`src/rtl/intl_event_log_if.sv`:
```
// Interlock event logger bus: interlock state/control in, first-fault and
// FIFO head/status out. The master side is the register file and interlock
// block; the slave side is the logger itself.
interface intl_event_log_if #(
  parameter int STATE_WIDTH = 16,
  parameter int FIFO_DEPTH  = 16,
  parameter int TS_WIDTH    = 32
);
  logic [STATE_WIDTH-1:0]        i_intl_state;
  logic                          i_intl_rst;
  logic                          i_pop;
  logic                          o_first_valid;
  logic [STATE_WIDTH-1:0]        o_first_mask;
  logic [TS_WIDTH-1:0]           o_first_ts;
  logic [STATE_WIDTH-1:0]        o_head_mask;
  logic [TS_WIDTH-1:0]           o_head_ts;
  logic [$clog2(FIFO_DEPTH):0]   o_count;
  logic                          o_empty;
  logic                          o_full;
  logic                          o_overflow;
  logic [TS_WIDTH-1:0]           o_timestamp;

  modport master (
    output i_intl_state, i_intl_rst, i_pop,
    input  o_first_valid, o_first_mask, o_first_ts, o_head_mask, o_head_ts,
           o_count, o_empty, o_full, o_overflow, o_timestamp
  );

  modport slave (
    input  i_intl_state, i_intl_rst, i_pop,
    output o_first_valid, o_first_mask, o_first_ts, o_head_mask, o_head_ts,
           o_count, o_empty, o_full, o_overflow, o_timestamp
  );
endinterface

```
`src/rtl/intl_event_log.sv`:
```
// Interlock event logger: rising-edge fault detection, first-fault latch with
// timestamp, and an FWFT FIFO of every fault event for post-trip readout.
module intl_event_log #(
  parameter int STATE_WIDTH = 16,
  parameter int FIFO_DEPTH  = 16,
  parameter int TS_WIDTH    = 32
) (
  input  logic          i_clk,
  input  logic          i_rst,
  intl_event_log_if.slave bus
);
  localparam int PW = $clog2(FIFO_DEPTH);
  localparam int CW = PW + 1;

  typedef struct packed {
    logic [STATE_WIDTH-1:0] mask;
    logic [TS_WIDTH-1:0]    ts;
  } entry_t;

  logic [1:0]             rst_sync_q;
  logic                   rst_n;
  logic [TS_WIDTH-1:0]    ts_q, ts_d;
  logic [STATE_WIDTH-1:0] state_q, state_d;
  logic                   first_valid_q, first_valid_d;
  entry_t                 first_q, first_d;
  logic [PW-1:0]          wr_ptr_q, wr_ptr_d, rd_ptr_q, rd_ptr_d;
  logic [CW-1:0]          count_q, count_d;
  logic                   overflow_q, overflow_d;
  logic                   empty_q, empty_d, full_q, full_d;
  entry_t                 head_q, head_d;
  entry_t [FIFO_DEPTH-1:0] mem_q;

  logic [STATE_WIDTH-1:0] rise;
  logic                   ev, pop_ok, push_ok;
  entry_t                 new_entry;
  logic [PW-1:0]          wr_base, rd_base;
  logic [CW-1:0]          cnt_base;
  logic                   fv_base, ovf_base;
  entry_t                 first_base;

  // Reset asserts immediately, releases on the second clock edge.
  always_ff @(posedge i_clk or negedge i_rst) begin
    if (!i_rst) rst_sync_q <= '0;
    else        rst_sync_q <= {rst_sync_q[0], 1'b1};
  end
  assign rst_n = rst_sync_q[1];

  // Edge detect, interlock-reset clear, then push/pop and first-fault update.
  always_comb begin
    rise      = bus.i_intl_state & ~state_q;
    ev        = |rise;
    new_entry = '{mask: rise, ts: ts_q};
    ts_d      = ts_q + TS_WIDTH'(1);
    state_d   = bus.i_intl_state;

    // Interlock reset wipes the log first; a same-cycle event lands on the clean log.
    wr_base    = bus.i_intl_rst ? '0   : wr_ptr_q;
    rd_base    = bus.i_intl_rst ? '0   : rd_ptr_q;
    cnt_base   = bus.i_intl_rst ? '0   : count_q;
    fv_base    = bus.i_intl_rst ? 1'b0 : first_valid_q;
    ovf_base   = bus.i_intl_rst ? 1'b0 : overflow_q;
    first_base = bus.i_intl_rst ? '0   : first_q;

    pop_ok  = bus.i_pop && !bus.i_intl_rst && (count_q != '0);
    // A pop in the same cycle frees the slot, so a full FIFO still accepts.
    push_ok = ev && ((cnt_base != CW'(FIFO_DEPTH)) || pop_ok);

    wr_ptr_d = push_ok ? wr_base + PW'(1) : wr_base;
    rd_ptr_d = pop_ok  ? rd_base + PW'(1) : rd_base;
    count_d  = cnt_base + CW'(push_ok) - CW'(pop_ok);
    empty_d  = (count_d == '0);
    full_d   = (count_d == CW'(FIFO_DEPTH));

    overflow_d    = ovf_base | (ev && !push_ok);
    first_valid_d = fv_base | ev;
    first_d       = (ev && !fv_base) ? new_entry : first_base;

    // Head is the post-write view of the read slot; bypass the write that lands there.
    if (count_d == '0)                    head_d = '0;
    else if (push_ok && wr_base == rd_ptr_d) head_d = new_entry;
    else                                  head_d = mem_q[rd_ptr_d];
  end

  // Control and output registers.
  always_ff @(posedge i_clk or negedge rst_n) begin
    if (!rst_n) begin
      ts_q          <= '0;
      state_q       <= '0;
      first_valid_q <= 1'b0;
      first_q       <= '0;
      wr_ptr_q      <= '0;
      rd_ptr_q      <= '0;
      count_q       <= '0;
      overflow_q    <= 1'b0;
      empty_q       <= 1'b1;  // tracks count, which resets to zero
      full_q        <= 1'b0;
      head_q        <= '0;
    end else begin
      ts_q          <= ts_d;
      state_q       <= state_d;
      first_valid_q <= first_valid_d;
      first_q       <= first_d;
      wr_ptr_q      <= wr_ptr_d;
      rd_ptr_q      <= rd_ptr_d;
      count_q       <= count_d;
      overflow_q    <= overflow_d;
      empty_q       <= empty_d;
      full_q        <= full_d;
      head_q        <= head_d;
    end
  end

  // Event storage; never read before written thanks to count gating.
  always_ff @(posedge i_clk) begin
    if (push_ok) mem_q[wr_base] <= new_entry;
  end

  assign bus.o_first_valid = first_valid_q;
  assign bus.o_first_mask  = first_q.mask;
  assign bus.o_first_ts    = first_q.ts;
  assign bus.o_head_mask   = head_q.mask;
  assign bus.o_head_ts     = head_q.ts;
  assign bus.o_count       = count_q;
  assign bus.o_empty       = empty_q;
  assign bus.o_full        = full_q;
  assign bus.o_overflow    = overflow_q;
  assign bus.o_timestamp   = ts_q;
endmodule

```
`src/flat_wrapper.sv`:
```
// flat-port wrapper written by rule: the top's interface ports become plain ports
module intl_event_log_flat 
#(
  parameter int STATE_WIDTH = 16,
  parameter int FIFO_DEPTH  = 16,
  parameter int TS_WIDTH    = 32
)
  (i_clk, i_rst, bus_i_intl_state, bus_i_intl_rst, bus_i_pop, bus_o_first_valid, bus_o_first_mask, bus_o_first_ts, bus_o_head_mask, bus_o_head_ts, bus_o_count, bus_o_empty, bus_o_full, bus_o_overflow, bus_o_timestamp);
  intl_event_log_if #(.STATE_WIDTH(STATE_WIDTH), .FIFO_DEPTH(FIFO_DEPTH), .TS_WIDTH(TS_WIDTH)) bus_i ();
  input  logic i_clk;
  input  logic i_rst;
  input wire logic [$bits(bus_i.i_intl_state)-1:0] bus_i_intl_state;
  input wire logic [$bits(bus_i.i_intl_rst)-1:0] bus_i_intl_rst;
  input wire logic [$bits(bus_i.i_pop)-1:0] bus_i_pop;
  output wire logic [$bits(bus_i.o_first_valid)-1:0] bus_o_first_valid;
  output wire logic [$bits(bus_i.o_first_mask)-1:0] bus_o_first_mask;
  output wire logic [$bits(bus_i.o_first_ts)-1:0] bus_o_first_ts;
  output wire logic [$bits(bus_i.o_head_mask)-1:0] bus_o_head_mask;
  output wire logic [$bits(bus_i.o_head_ts)-1:0] bus_o_head_ts;
  output wire logic [$bits(bus_i.o_count)-1:0] bus_o_count;
  output wire logic [$bits(bus_i.o_empty)-1:0] bus_o_empty;
  output wire logic [$bits(bus_i.o_full)-1:0] bus_o_full;
  output wire logic [$bits(bus_i.o_overflow)-1:0] bus_o_overflow;
  output wire logic [$bits(bus_i.o_timestamp)-1:0] bus_o_timestamp;
  assign bus_i.i_intl_state = bus_i_intl_state;
  assign bus_i.i_intl_rst = bus_i_intl_rst;
  assign bus_i.i_pop = bus_i_pop;
  assign bus_o_first_valid = bus_i.o_first_valid;
  assign bus_o_first_mask = bus_i.o_first_mask;
  assign bus_o_first_ts = bus_i.o_first_ts;
  assign bus_o_head_mask = bus_i.o_head_mask;
  assign bus_o_head_ts = bus_i.o_head_ts;
  assign bus_o_count = bus_i.o_count;
  assign bus_o_empty = bus_i.o_empty;
  assign bus_o_full = bus_i.o_full;
  assign bus_o_overflow = bus_i.o_overflow;
  assign bus_o_timestamp = bus_i.o_timestamp;
  intl_event_log #(.STATE_WIDTH(STATE_WIDTH), .FIFO_DEPTH(FIFO_DEPTH), .TS_WIDTH(TS_WIDTH)) u_core (.i_clk(i_clk), .i_rst(i_rst), .bus(bus_i));
endmodule
```
`config.mk`:
```
export PLATFORM = sky130hd
export DESIGN_NAME = intl_event_log_flat
export DESIGN_NICKNAME = d
export VERILOG_FILES = /design/src/rtl/intl_event_log_if.sv /design/src/rtl/intl_event_log.sv /design/src/flat_wrapper.sv
export SDC_FILE = /design/constraint.sdc
export NUM_CORES = 1
export LEC_CHECK = 0
export BUFFER_PORTS_ARGS = -buffer_cell sky130_fd_sc_hd__buf_2
export CORE_UTILIZATION = 41
export CTS_CLUSTER_DIAMETER = 200
export DETAILED_ROUTE_END_ITERATION = 10
export GPL_TIMING_DRIVEN = 0
export PLACE_DENSITY = 0.59
export SYNTH_ARGS = -nofsm -noshare
export SYNTH_HDL_FRONTEND = slang
export SYNTH_SLANG_ARGS = --single-unit
```
`constraint.sdc`:
```
create_clock -name i_clk -period 12.23 [get_ports i_clk]
set_clock_uncertainty 0.05 [all_clocks]
set_input_delay 3.0575 -clock i_clk [delete_from_list [all_inputs] [get_ports i_clk]]
set_output_delay 3.0575 -clock i_clk [all_outputs]
set_load 0.02 [all_outputs]
```
# Word level (Yosys, flattened, before mapping)
# Index checks and enable logic that the tools add are counted.
[op_classes]
n_addsub = 5
magnitude_cmp = 3
n_eq_ne = 3
n_mux = 16
n_bitwise = 4
n_reduce_logical = 15
[op_table]
columns = ["op", "n"]
rows = [
  ["768-bit bitwise mux", 1],
  ["48-bit two-way mux", 6],
  ["48-bit binary-select mux with 4-bit select", 1],
  ["48-bit demux with 4-bit select", 1],
  ["32-bit by 1-bit adder with 32-bit output, second input constant", 1],
  ["16-bit AND", 1],
  ["4-bit two-way mux", 4],
  ["16-bit inverter", 1],
  ["16-bit OR reduction", 1],
  ["4-bit by 5-bit less-than comparator with 1-bit output, second input constant", 2],
  ["4-bit by 1-bit adder with 4-bit output, second input constant", 2],
  ["1-bit logical AND", 7],
  ["5-bit by 1-bit adder with 5-bit output", 1],
  ["5-bit == test, second input constant", 1],
  ["5-bit logical NOT", 1],
  ["5-bit two-way mux", 1],
  ["5-bit inequality test, second input constant", 1],
  ["5-bit nonzero test", 1],
  ["5-bit by 1-bit subtractor with 5-bit output", 1],
  ["4-bit == test", 1],
  ["4-bit by 1-bit >= comparator with 1-bit output, second input constant", 1],
  ["1-bit logical NOT", 3],
  ["1-bit two-way mux", 2],
  ["1-bit bitwise OR", 2],
  ["other kinds (2)", 2],
]
[word_totals]
regBits = 931
in_bits = 20
output_inout_bits = 137
wordCells = 92

# Depth between registers and ports, before layout
# Gate-level depths: netlist (run 1).
[logic_depth]
word_depth = 9
depth_mapped = 22
ltp_nobuf = 17

# Worst setup path after synthesis (run 1)
# Ideal clock, no wire load.
[synth_timing]
path_type = "input-to-reg"
from = "input port bus_i_intl_rst"
to = "register u_core.mem_q[528] (netlist name), enable pin"
setup_time_ns = 0.454
arrival_time_ns = 6.701
t_required_ns = 11.726
slack_ns = 5.025
stages = 10
path_buffers = 3
cell_sequence = "inv_1 clkbuf_1 buf_1 nand2_1 ha_1 nand4_1 and2_1 clkbuf_1 nand2_1 nor2_1"
[synth_via]
elab_chain_cells = 5
word_cells_on_any_way = 7
cone_classes = "eq/ne: 1; mux: 1; reduce/logical: 5"
[synth_rtl]
columns = ["element", "line", "text"]
rows = [
  ["start, declared", "flat_wrapper.sv:13", "input wire logic [$bits(bus_i.i_intl_rst)-1:0] bus_i_intl_rst;"],
  ["parallel branches: the longest is 3 deep, another holds 5-bit two-way mux", "n/a", ""],
  ["1-bit logical OR (*)", "intl_event_log.sv:66", "push_ok = ev && ((cnt_base != CW'(FIFO_DEPTH)) || pop_ok);"],
  ["1-bit logical AND (*)", "intl_event_log.sv:66", ""],
  ["end signal, assigned by index", "intl_event_log.sv:115", "if (push_ok) mem_q[wr_base] <= new_entry;"],
  ["end, declared", "intl_event_log.sv:31", "entry_t [FIFO_DEPTH-1:0] mem_q;"],
]
# Mark *: on every way between the ends.
# A chain may end at the register's enable or synchronous reset.

==> run_results.csv, run 1 <==
group,metric,value,unit
logic_synthesis,synth_largest_area_cell,"edfxtp_1",
global_routing,met2_usage,0.351,
clock_network,clkLatencyLatePin,0.66,ns
logic_synthesis,synthFlopType,"edfxtp_1",
global_routing,grt_busiest_layer,"met2",
route,post_drt_wl_per_cell,25.9,µm
finish,final_util,0.484,
setup_path,critPathBufInv,10,
route,vias_per_cell,5.56,
setup_path,cp_common_cell,"inv_1",
clock_network,root_buffer,"clkbuf_16",
route,firstDrtPassIters,6,
hold_path,hp-class,"register to asynchronous set/reset pin",
logic_synthesis,synthTopCellsByArea,"edfxtp_1 63%, dfrtp_1 11%, mux2i_1 5.3%",
timing,finalCritPeriodShare,0.758,
setup_path,arrival,9.78,ns
floorplanning,fp.coreArea,88400,µm²
placement,dpl.hpwl,61.4,mm
finish,syn_to_final_growth,16.8,%
logic_synthesis,ys_types,74,
floorplanning,ios,157,
setup_path,worstPathCellList,"buf_2, inv_1, clkbuf_1, buf_1, nand2_1, ha_1, nand4_1, and2_1, clkbuf_1, inv_1, o21ai_0, ha_1, inv_1, fa_1, inv_1, a21oi_1, o21bai_1, xnor2_1, nor2_1, nor3_1, buf_2, clkbuf_1, a32o_1",
setup_path,endpoint_kind,"register",
timing,fin_crit,9.27,ns
floorplanning,die_w,301,µm
route,drtIter0Drc,1639,
placement,gp_congestion,0.793,
setup_path,start_kind,"input port",
floorplanning,die_y,301,µm
clock_network,cts_resized,0,
global_routing,use_met1,0.278,
global_routing,track_usage,0.206,
logic_synthesis,ys_async_sr_fraction,0.175,
logic_synthesis,netlist_instances,2085,
timing,holdWs,0.287,ns
route,final_antenna_net_count,0,
logic_synthesis,yosysMostFrequentCell,"edfxtp_1",
logic_synthesis,synthTopCellsByCount,"768 x edfxtp_1, 194 x mux2i_1, 162 x dfrtp_1, 145 x mux2_2, 120 x nand2_1",
global_routing,grt_pass1_wl,137,mm
floorplanning,row_count,109,
finish,num_antenna_cells,0,
timing,finalSetupTns,0,ns
finish,final_cell_area,42800,µm²
pwr,power.total,8.03,mW
global_routing,grt_pass1_vias,20720,
global_routing,grt_max_degree,69,
logic_synthesis,postSynthAreaPerCell,17.6,µm²
clock_network,postCtsSetupBuffers,0,
timing,maxSlewHeadroom,0.0483,
setup_path,critical-path-top-delay-family,"buffers and inverters",
logic_synthesis,synth_edf_count,768,
global_routing,antenna_found_initial,3,
logic_synthesis,ys_ff_latch,931,
timing,tightestPinTransition,1.42,ns
timing,rsz0062_at_grt,"no",
clock_network,cts.htree.levels,3,
pwr,powerDensity,188,nW/µm²
timing,setup_viol_count_final,0,
placement,placed_cell_area,39600,µm²
placement,portBuffers,156,
logic_synthesis,yosysWarningCount,0,
pwr,total_leakage_power,14.7,nW
finish,nNetsFinal,2398,
setup_path,crit_required,12.73,ns
setup_path,worst_path_largest_cell_delay,1.00,ns
setup_path,cp_max_fo,10,
pwr,vdd_drop_max,0.115,mV
route,via_count,20070,
clock_network,numCtsBuffers,96,
finish,drive_above_1_share,0.257,
outcome,run_status,"completed",
logic_synthesis,synthesis.nets,2117,
route,post-route-drc-count,0,
route,wirelength,93.4,mm
setup_path,worst_path_max_delay_cell,"clkbuf_1",
setup_path,crit_type,"input port to register",
timing,hold_viol,0,
global_routing,grt-ovfl-total,0,
logic_synthesis,synthesis.area,36600,µm²
clock_network,cts_hold_buf,0,
floorplanning,start_util,0.414,
global_routing,use_met3,0.0250,
logic_synthesis,synth_top_area_frac,0.630,
clock_network,cts_tree,"built",
timing,max_freq,0.108,GHz
clock_network,cts.sink_count,931,
logic_synthesis,synth-seq-area-share,0.741,
finish,nFillCells,7427,
floorplanning,dieArea,90500,µm²
job,drv_cap,0,
clock_network,cts_buffer_depth,3,
timing,report.final.slew_viol_count,0,
clock_network,clk_pin_slew,0.06,ns
## worst register-to-register path, stage by stage (launching register included)
cell      delay, ns
dfrtp_1        0.36
nor2b_1        1.06
nor4_1         0.17
nand4_1        0.27
and2_1         0.21
clkbuf_1       0.33
inv_1          0.16
o21ai_0        0.19
ha_1           0.21
inv_1          0.07
fa_1           0.45
inv_1          0.07
a21oi_1        0.06
o21bai_1       0.15
xnor2_1        0.18
nor2_1         0.15
nor3_1         0.40
buf_2          0.49
clkbuf_1       0.66
a32o_1         0.29
## final timing paths
path | cells past startpoint | slack [ns] | to | from
worst min register to register | 0 | 0.29 | u_core.bus.o_timestamp[13] | u_core.rst_sync_q[1]
worst max-delay path | 23 | 2.96 | u_core.bus.o_head_mask[6] | bus_i_intl_rst
max in group asynchronous | 1 | 9.89 | u_core.rst_sync_q[1] | i_rst
worst min-delay path | 0 | 0.29 | u_core.bus.o_timestamp[13] | u_core.rst_sync_q[1]
min in group i_clk | 0 | 0.30 | u_core.rst_sync_q[1] | u_core.rst_sync_q[0]
worst max register to register | 19 | 6.14 | u_core.bus.o_head_mask[6] | u_core.state_q[14]
## power breakdown
part           total (mW)  leakage (nW)  switching, mW  internal (mW)
logic                1.40          4.29          0.871          0.532
registers            3.71          8.85         0.0678           3.64
clock network        2.92          1.58           1.22           1.70
total                8.03          14.7           2.15           5.87
## per-stage QoR
| stage | setup WS, ns | cells |
|---|---|---|
| 2_1_floorplan | 5.03 | 2085 |
| 3_3_place_gp | 0.887 | 3406 |
| 3_5_place_dp | 2.25 | 3433 |
| 4_1_cts | 2.87 | 3612 |
| 5_1_grt | 2.65 | 3612 |
| 6_report | 2.96 | 3612 |
## final cells by class
type                    count  area, µm²  area share
inverters                  18       67.6     0.00158
well taps                1165       1460      0.0341
repair buffers            183       1360      0.0318
clock inverters            43        408     0.00953
flip-flops and latches    931      27100       0.634
plain buffers             132        699      0.0163
multi-input cells        1004       8860       0.207
clock buffers             136       2780      0.0651
## layout by cell type (no fill, tap or decap), drive strengths merged, types with 6 or more instances in the layout
cell    synthesis  layout
a221o          93      93
nand2         122     122
a21oi           7       7
a32o           47      47
nor2           37      37
clkinv          0      30
nand3          17      17
edfxtp        768     768
clkbuf         54     190
nor3            7       7
nand4          10      10
dfrtp         162     162
nor2b          22      22
mux2          189     189
ha             11      11
xnor2          27      27
inv            18      23
buf            78     261
mux2i         194     194
o21ai          52      52
and3            6       6
o221ai         95      95
xor2           13      13
## sequential cells by signal, indices dropped and copies added, names as in the netlist, 2 cells and up
name / cells
u_core.bus.o_timestamp: 32
u_core.state_q: 16
u_core.bus.o_head_mask: 16
u_core.wr_ptr_q: 4
u_core.bus.o_first_mask: 16
u_core.bus.o_head_ts: 32
u_core.rd_ptr_q: 4
u_core.bus.o_count: 5
u_core.rst_sync_q: 2
u_core.bus.o_first_ts: 32
u_core.mem_q: 768
## kinds of logic (layout without fill, tap and decap cells)
| logic type | count (synthesis) | after routing | share of synthesized area |
|---|---|---|---|
| AND/OR/NAND/NOR | 240 | 240 | 0.0304 |
| XOR/XNOR | 42 | 42 | 0.0108 |
| buffers and inverters | 150 | 512 | 0.0209 |
| other | 1 | 1 | 0.000102 |
| adder cells (fa/ha/maj) | 12 | 12 | 0.00430 |
| multiplexers | 383 | 383 | 0.115 |
| flip-flops | 931 | 931 | 0.741 |
| AO/OA/AOI/OAI | 326 | 326 | 0.0777 |
## per-layer routing
metal,share of wire,vias to the layer above,wire (µm)
li1,-,8891,-
met5,0.00021,-,20
met4,0.021,2,1980
met3,0.049,130,4560
met1,0.43,10411,40200
met2,0.50,636,46700
Power figures use the tool's default switching activity.
==> inputs of run 2 (changes only) <==
--- a/config.mk
+++ b/config.mk
@@ -10,7 +10,7 @@
 export CTS_CLUSTER_DIAMETER = 200
 export DETAILED_ROUTE_END_ITERATION = 10
 export GPL_TIMING_DRIVEN = 0
-export PLACE_DENSITY = 0.59
+export PLACE_DENSITY = 0.61
 export SYNTH_ARGS = -nofsm -noshare
 export SYNTH_HDL_FRONTEND = slang
 export SYNTH_SLANG_ARGS = --single-unit
==> constraint.sdc (replaced) <==
create_clock -name i_clk -period 8.39 [get_ports i_clk]
set_clock_uncertainty 0.05 [all_clocks]
set_input_delay 2.0975 -clock i_clk [delete_from_list [all_inputs] [get_ports i_clk]]
set_output_delay 2.0975 -clock i_clk [all_outputs]
set_load 0.02 [all_outputs]
==> run 2 against run 1 <==
  * Total power is 44% higher
  * Routed wire length is 0.16% higher
  * Sequential cell count stayed put
  * Sequential share of layout area is 0.19 points higher
  * Via count is 0.83% higher
  * Clock power is 42% higher
  * Highest routed layer is now met4
  * Die area stayed put
  * Cell area is 0.30% lower
  * Largest power group unchanged
==> run_results.csv, run 2 (synthesis gave the netlist of run 1 again) <==
group,metric,value,unit
outcome,run_status,"completed",
job,drv_cap,0,
placement,dpl.hpwl,61.3,mm
pwr,clkPwrFrac,0.358,
pwr,switching_share,0.271,
floorplanning,die_y,301,µm
timing,finalSetupTns,0,ns
route,firstDrtPassIters,7,
setup_path,start_kind,"input port",
clock_network,cts.htree.levels,3,
finish,nFillCells,7406,
timing,maxSlewHeadroom,0.0667,
finish,syn_to_final_growth,16.5,%
clock_network,postCtsSetupBuffers,0,
global_routing,grt_max_degree,68,
pwr,switching_power,3.13,mW
setup_path,cp_common_cell,"inv_1",
setup_path,worst_path_largest_cell_delay,0.80,ns
finish,nNetsFinal,2394,
setup_path,regToRegSetupSlack,2.23,ns
finish,top_register,"u_core.mem_q",
route,post-route-drc-count,0,
setup_path,cp_max_fo,10,
finish,final_cell_mix,"768 x edfxtp_1, 204 x buf_2, 194 x mux2i_1",
route,post_drt_wl_per_cell,25.9,µm
clock_network,cts_tree,"built",
timing,tightestPinTransition,1.40,ns
floorplanning,row_count,109,
route,via_count,20237,
route,vias_per_cell,5.61,
hold_path,hp-class,"register to asynchronous set/reset pin",
clock_network,clk_pin_slew,0.06,ns
route,final_antenna_net_count,0,
floorplanning,dieArea,90500,µm²
pwr,vdd_drop_max,0.155,mV
global_routing,grt_pass1_vias,20941,
pwr,p_seq_frac,0.467,
setup_path,arrival,8.31,ns
floorplanning,fp.coreArea,88400,µm²
finish,layout_commonest_cell,"edfxtp_1",
setup_path,endpoint_kind,"register",
timing,rsz0062_at_grt,"no",
floorplanning,ios,157,
placement,gp_congestion,0.798,
global_routing,track_usage,0.206,
timing,holdWs,0.247,ns
floorplanning,start_util,0.414,
placement,portBuffers,156,
timing,finalCritPeriodShare,0.928,
finish,drive_above_1_share,0.254,
clock_network,cts_buffer_depth,3,
floorplanning,die_w,301,µm
clock_network,numCtsBuffers,95,
timing,hold_viol,0,
route,drtIter0Drc,1748,
timing,report.final.slew_viol_count,0,
global_routing,antenna_found_initial,3,
global_routing,grt_pass1_wl,137,mm
pwr,powerDensity,271,nW/µm²
timing,max_freq,0.128,GHz
pwr,internal_power,8.44,mW
clock_network,root_buffer,"clkbuf_16",
clock_network,cts.sink_count,931,
pwr,total_leakage_power,14.7,nW
setup_path,worstPathCellList,"buf_2, inv_1, clkbuf_2, buf_1, nand2_1, ha_1, nand4_1, and2_1, clkbuf_1, inv_1, o21ai_0, ha_1, inv_1, fa_1, inv_1, a21oi_1, o21bai_1, xnor2_1, nor2_1, nor3_1, buf_2, clkbuf_1, a32o_1",
clock_network,clkLatencyLatePin,0.67,ns
pwr,power_frac_comb,0.176,
finish,num_antenna_cells,0,
setup_path,worst_path_max_delay_cell,"buf_1",
global_routing,grt-ovfl-total,0,
timing,fin_crit,7.79,ns
finish,largest_reg_flops,768,
timing,setup_viol_count_final,0,
route,wirelength,93.6,mm
pwr,power.total,11.6,mW
setup_path,crit_type,"input port to register",
setup_path,crit_required,8.91,ns
-- run 2: power by group through the flow --
stage / sequential, mW / clock (mW) / combinational [mW]
floorplan: 5.64 / 0 / 1.18
global placement: 5.53 / 0 / 1.96
detailed placement: 5.50 / 0 / 2.04
CTS: 5.40 / 4.22 / 2.05
global route: 5.43 / 4.40 / 2.15
finish: 5.40 / 4.14 / 2.03
-- run 2: final cells by class --
class / instances / area, µm² / area share
Sequential cell: 931 / 27100 / 0.636
Multi-Input combinational cell: 1004 / 8870 / 0.208
Clock buffer: 135 / 2760 / 0.0648
Tap cell: 1165 / 1460 / 0.0342
Timing Repair Buffer: 180 / 1310 / 0.0307
Buffer: 132 / 701 / 0.0164
Clock inverter: 43 / 349 / 0.00818
Inverter: 18 / 67.6 / 0.00158
-- run 2: routing by layer --
| metal | vias up | part of all wire | track usage | routed length, µm |
|---|---|---|---|---|
| li1 | 8879 | - | - | - |
| met1 | 10580 | 0.42 | 0.272 | 39500 |
| met2 | 637 | 0.50 | 0.354 | 46900 |
| met3 | 141 | 0.054 | 0.0291 | 5030 |
| met4 | 0 | 0.023 | 0.0625 | 2160 |
| met5 | - | 0 | 0 | 0 |
-- run 2: path summary, 6_finish.rpt --
check                                          start                         end  cells after the start
worst max-delay path                  bus_i_intl_rst  u_core.bus.o_head_mask[13]                     23
worst min-delay path            u_core.rst_sync_q[1]   u_core.bus.o_first_ts[19]                      0
worst max register to register     u_core.state_q[2]  u_core.bus.o_head_mask[13]                     19
worst min register to register  u_core.rst_sync_q[1]   u_core.bus.o_first_ts[19]                      0
max in group asynchronous                      i_rst        u_core.rst_sync_q[1]                      1
min in group i_clk              u_core.rst_sync_q[0]        u_core.rst_sync_q[1]                      0
-- run 2: timing repair --
item,in CTS,in global routing
resized for setup,0,3
setup endpoints to repair,0,13
hold buffers,0,0
-- run 2: through the flow --
step	worst slack (ns)	std cells	instance area, µm²	util
floorplan	2.15	2085	36600	-
global placement	-1.91	3406	38900	0.440
detailed placement	-0.613	3430	39500	0.447
CTS	0.0554	3608	42600	0.482
global route	0.331	3608	42700	0.483
finish	0.605	3608	42700	0.483
-- run 2: worst max-delay path: cells and delay by family --
family	cells	cell delay (ns)
XOR/XNOR	1	0.18
adder cells (fa/ha/maj)	3	0.90
AND/OR/NAND/NOR	5	1.11
buffers and inverters	10	3.30
AO/OA/AOI/OAI	4	0.68
